[src/rtl/ps2_scan_capture.sv]
// rtl/ps2_scan_capture.sv - PS/2 keyboard receiver with glitch filter, frame checking and two-byte display history
// Receive only: samples ps2Clk/ps2Data, never drives them.
module ps2_scan_capture #(
    parameter int FILTER_LEN = 8,
    parameter int TIMEOUT    = 12500
) (
    input  logic        gclock,
    input  logic        greset,
    input  logic        ps2Clk,
    input  logic        ps2Data,
    output logic [7:0]  scanCode,
    output logic        codeValid,
    output logic [15:0] dataOut,
    output logic        frameError
);

    localparam int TW = $clog2(TIMEOUT + 1);

    typedef enum logic [1:0] {
        S_IDLE,
        S_DATA,
        S_PARITY,
        S_STOP
    } state_t;

    logic [1:0]    clk_sync_q, clk_sync_d;
    logic [1:0]    dat_sync_q, dat_sync_d;
    logic          filt_q, filt_d;
    logic [7:0]    filt_cnt_q, filt_cnt_d;
    state_t        state_q, state_d;
    logic [3:0]    bit_cnt_q, bit_cnt_d;
    logic [7:0]    shift_q, shift_d;
    logic          parity_q, parity_d;
    logic [TW-1:0] to_cnt_q, to_cnt_d;
    logic [7:0]    scan_q, scan_d;
    logic          valid_q, valid_d;
    logic [15:0]   hist_q, hist_d;
    logic          err_q, err_d;
    logic          sample;
    logic          bit_in;

    // Filtered clock flips only after FILTER_LEN consecutive samples disagreeing with it.
    always_comb begin
        clk_sync_d = {clk_sync_q[0], ps2Clk};
        dat_sync_d = {dat_sync_q[0], ps2Data};
        filt_d     = filt_q;
        filt_cnt_d = '0;
        if (clk_sync_q[1] != filt_q) begin
            if (filt_cnt_q == 8'(FILTER_LEN - 1)) begin
                filt_d = clk_sync_q[1];
            end else begin
                filt_cnt_d = filt_cnt_q + 8'd1;
            end
        end
        sample = filt_q & ~filt_d;
        bit_in = dat_sync_q[1];
    end

    always_comb begin
        state_d   = state_q;
        bit_cnt_d = bit_cnt_q;
        shift_d   = shift_q;
        parity_d  = parity_q;
        to_cnt_d  = to_cnt_q;
        scan_d    = scan_q;
        valid_d   = 1'b0;
        hist_d    = hist_q;
        err_d     = err_q;
        if (state_q == S_IDLE) begin
            to_cnt_d = '0;
            if (sample && !bit_in) begin
                bit_cnt_d = '0;
                state_d   = S_DATA;
            end
        end else if (sample) begin
            // A sample event wins over a coincident timeout.
            to_cnt_d = '0;
            case (state_q)
                S_DATA: begin
                    shift_d   = {bit_in, shift_q[7:1]};
                    bit_cnt_d = bit_cnt_q + 4'd1;
                    if (bit_cnt_q == 4'd7) begin
                        state_d = S_PARITY;
                    end
                end
                S_PARITY: begin
                    parity_d = bit_in;
                    state_d  = S_STOP;
                end
                default: begin
                    if (bit_in && ((^shift_q) ^ parity_q)) begin
                        scan_d  = shift_q;
                        hist_d  = {hist_q[7:0], shift_q};
                        valid_d = 1'b1;
                        err_d   = 1'b0;
                    end else begin
                        err_d = 1'b1;
                    end
                    state_d = S_IDLE;
                end
            endcase
        end else if (to_cnt_q == TW'(TIMEOUT)) begin
            state_d  = S_IDLE;
            err_d    = 1'b1;
            to_cnt_d = '0;
        end else begin
            to_cnt_d = to_cnt_q + 1'b1;
        end
    end

    always_ff @(posedge gclock or posedge greset) begin
        if (greset) begin
            clk_sync_q <= 2'b11;
            dat_sync_q <= 2'b11;
            filt_q     <= 1'b1;
            filt_cnt_q <= '0;
            state_q    <= S_IDLE;
            bit_cnt_q  <= '0;
            shift_q    <= '0;
            parity_q   <= 1'b0;
            to_cnt_q   <= '0;
            scan_q     <= '0;
            valid_q    <= 1'b0;
            hist_q     <= '0;
            err_q      <= 1'b0;
        end else begin
            clk_sync_q <= clk_sync_d;
            dat_sync_q <= dat_sync_d;
            filt_q     <= filt_d;
            filt_cnt_q <= filt_cnt_d;
            state_q    <= state_d;
            bit_cnt_q  <= bit_cnt_d;
            shift_q    <= shift_d;
            parity_q   <= parity_d;
            to_cnt_q   <= to_cnt_d;
            scan_q     <= scan_d;
            valid_q    <= valid_d;
            hist_q     <= hist_d;
            err_q      <= err_d;
        end
    end

    assign scanCode   = scan_q;
    assign codeValid  = valid_q;
    assign dataOut    = hist_q;
    assign frameError = err_q;

endmodule

[config.mk]
export PLATFORM = sky130hd
export DESIGN_NAME = ps2_scan_capture
export DESIGN_NICKNAME = d
export VERILOG_FILES = /design/src/rtl/ps2_scan_capture.sv
export SDC_FILE = /design/constraint.sdc
export NUM_CORES = 1
export LEC_CHECK = 0
export ABC_AREA = 1
export BUFFER_PORTS_ARGS = -buffer_cell sky130_fd_sc_hd__buf_2
export CAP_MARGIN = 20
export CORE_UTILIZATION = 60
export DETAILED_ROUTE_END_ITERATION = 8
export PLACE_DENSITY_LB_ADDON = 0.12
export REMOVE_ABC_BUFFERS = 1
export SYNTH_ARGS = -nofsm -noshare
export SYNTH_HDL_FRONTEND = slang
export SYNTH_SLANG_ARGS = --single-unit
[constraint.sdc]
create_clock -name gclock -period 3.91 [get_ports gclock]
set_clock_uncertainty 0.1 [all_clocks]
set_input_delay 0.782 -clock gclock [delete_from_list [all_inputs] [get_ports gclock]]
set_output_delay 0.782 -clock gclock [all_outputs]
set_load 0.03 [all_outputs]
==> impl_metrics.env <==
export IMPL_outcome="finished, final reports clean"
export IMPL_critPathKind="reg2reg"
export IMPL_fin_crit_ns=2.250
export IMPL_setup_violations=0
export IMPL_drtIter0Drc=97
export IMPL_hold_violations=0
export IMPL_synth_largest_area_cell="dfrtp_1"
export IMPL_required_ns=4.03
export IMPL_drv_cap=0
export IMPL_rsz0062_at_grt="false"
export IMPL_gp_congestion=0.7640
export IMPL_grt_usage_pct=23.38
export IMPL_io_buffers=29
export IMPL_ioPinCount=30
export IMPL_synth_edf_count=0
export IMPL_drtAntennaViolNets=0
export IMPL_cts_tree="yes"
export IMPL_power_density_mw_per_mm2=427.3
export IMPL_drive_gt1_share_pct=18.99
export IMPL_p_sw_mw=0.4229
export IMPL_clk_latency_ns=0.35
export IMPL_root_buffer="clkbuf_8"
export IMPL_netlist_area_leader_share_pct=43.15
export IMPL_rr_worst_depth=12
export IMPL_irDropWorstVdd_v=0.0003028
export IMPL_area_growth_pct=11.14
export IMPL_initial_core_util_pct=62.44
export IMPL_drc=0
export IMPL_path_clk_slew_ns=0.07
export IMPL_r2r_end="state_q[1]"
export IMPL_synth_area_leaders="dfrtp_1, nand2_1, inv_1, nor2_1, dfstp_2"
export IMPL_gr_usage_met3_pct=9.237
export IMPL_die_area_mm2=0.005611
export IMPL_reg2reg_from="filt_cnt_q[0]"
export IMPL_rows=26
export IMPL_combPwrFrac_pct=13.1
export IMPL_clock_power_share_pct=40.7
export IMPL_overflow=0
export IMPL_synth_cell_area_mm2=0.003189
export IMPL_worst_slew_pin_slew_ns=0.8854
export IMPL_cts_hold_buffers=0
export IMPL_internal_power_mw=1.092
export IMPL_total_power_mw=1.515
export IMPL_ys_seq_area_share_pct=47.27
export IMPL_wl_per_cell_um=12.11
export IMPL_rrSetupSlack_ns=1.66
export IMPL_synth_common_cells="nand2_1, dfrtp_1, inv_1, nor2_1, o21ai_0"
export IMPL_wirelength_um=5886
export IMPL_clock_path_buffers=2
export IMPL_top_usage_layer="met2"
export IMPL_synth_distinct_cells=32
export IMPL_synth_most_common_cell="nand2_1"
export IMPL_dp_hpwl_um=3912
export IMPL_drt_pre_antenna_iters=4
export IMPL_timing_fmax_mhz=444.4
export IMPL_grt_pass1_wl_um=9487
export IMPL_hold_class="reg2reg"
export IMPL_netSwitchingFraction_pct=27.92
export IMPL_use_met1_pct=31.15
export IMPL_fillers=438
export IMPL_nNetsFinal=423
export IMPL_hold_depth=0
export IMPL_antennaDiodeCount=0
export IMPL_coreArea_mm2=0.005107
export IMPL_drv_slew=0
export IMPL_ys_ff_latch=60
export IMPL_numCtsBuffers=9
export IMPL_ys_warn_count=0
export IMPL_cp_arrival_ns=2.37
export IMPL_die_w_um=74.91
export IMPL_cp_max_fo=15
export IMPL_post_cts_setup_buffers=0
export IMPL_worstHoldStart="clk_sync_q[0]"
export IMPL_cp_end_kind="flip-flop"
export IMPL_min_to="clk_sync_q[1]"
export IMPL_viasPerCell=4.936
export IMPL_period_share_pct=57.55
export IMPL_grtUsageMet2_pct=33.93
export IMPL_seq_power_share_pct=46.1
export IMPL_tns_ns=0
export IMPL_async_flop_share_pct=100.0
export IMPL_grt_max_degree=53
export IMPL_slew_headroom_pct=40.97
export IMPL_antenna_found_initial=0
export IMPL_syn_inst=385
export IMPL_cellLeakagePower_nw=1.930
export IMPL_dieHeight_um=74.91
export IMPL_cts_num_sinks=60
export IMPL_cts_resized_gates=0
export IMPL_grt_pass1_vias=2147
export IMPL_h_tree_depth=3
export IMPL_startpoint_type="flip-flop"
export IMPL_vias=2399
export IMPL_synth_ff_type="dfrtp_1"
export IMPL_avgSynthCellArea_um2=8.284
==> critical path: stages (launching register included) <==
cell and delay [ns]:
dfrtp_1 0.39, ha_1 0.20, nand2_2 0.08, inv_2 0.06, nand2_2 0.06, nor2_4 0.14, nand2_2 0.06, inv_2 0.07
nand2_4 0.07, nand3_1 0.43, nand3_1 0.25, nand2_1 0.12, o21ai_0 0.09
==> per-stage QoR <==
step                hold slack, ns  instance area, um2  instances  setup WS, ns  util [%]
detailed placement          0.2491                3308        469         1.675     64.77
global route                0.2524                3545        486         1.475     69.40
floorplan                   0.2452                3068        369         1.552         -
CTS                         0.2514                3525        485         1.664     69.01
global placement            0.2475                3308        469         1.834     64.77
finish                      0.2459                3545        486         1.660     69.40
==> placed cells by master, fill, tap and decap left out, types with 3 or more instances in the layout <==
cell	instances
dfrtp_1	55
nor3_1	14
nand3_1	18
inv_2	4
dfstp_2	5
inv_1	51
o21ai_0	20
nor2_1	50
buf_2	29
nand2_2	4
clkbuf_8	10
clkinv_2	3
nand2_1	99
nand4_1	3
ha_1	8
nand3_2	10
nand2_4	3
xor2_1	6
xnor2_1	6
==> logic make-up after synthesis <==
kind of cell / share of synthesized area [%]
buffers and inverters: 10.51
AOI/OAI and AO/OA: 4.198
xor gates and xnor gates: 3.295
DFF: 47.27
and+or+nand+nor: 31.58
adders and majority gates: 3.139
==> worst max-delay path by stage <==
stage | start | endpoint | slack, ns | depth (start not counted)
2_1_floorplan | greset | bit_cnt_q[0] | 1.55 | 1
3_3_place_gp | filt_cnt_q[0] | state_q[1] | 1.83 | 12
3_5_place_dp | filt_cnt_q[0] | state_q[1] | 1.67 | 12
4_1_cts | filt_cnt_q[0] | state_q[1] | 1.66 | 12
5_1_grt | filt_cnt_q[0] | state_q[1] | 1.48 | 12
6_report | filt_cnt_q[0] | state_q[1] | 1.66 | 12
==> metal layers <==
layer	up-vias	part of all wire (%)
met4	0	2.1
met1	1113	47
met5	-	0
met3	11	3.7
met2	44	47
li1	1231	-
==> final cells by class <==
cell class / instances / area (um2) / share of cell area [%]
Tap cell: 70 / 87.58 / 2.471
Multi-Input combinational cell: 252 / 1346 / 37.98
Clock inverter: 5 / 75.07 / 2.118
Clock buffer: 11 / 141.4 / 3.989
Inverter: 57 / 214.0 / 6.036
Timing Repair Buffer: 31 / 172.7 / 4.871
Sequential cell: 60 / 1508 / 42.53
==> flip-flops by register name (all words and copies together) (netlist names) <==
name and cells:
clk_sync_q 2, frameError 1, shift_q 8, bit_cnt_q 4, dat_sync_q 2, scanCode 7, to_cnt_q 14, state_q 2
codeValid 1, parity_q 1, dataOut 9, filt_cnt_q 8, filt_q 1
==> power groups by stage <==
stage          clock network, mW  logic [mW]  registers, mW
2_1_floorplan                  0       0.149          0.701
3_3_place_gp                   0       0.189          0.706
3_5_place_dp                   0       0.195          0.710
4_1_cts                    0.627       0.198          0.699
5_1_grt                    0.655       0.234          0.705
6_report                   0.617       0.199          0.699
(Power assumes the default switching activity.)
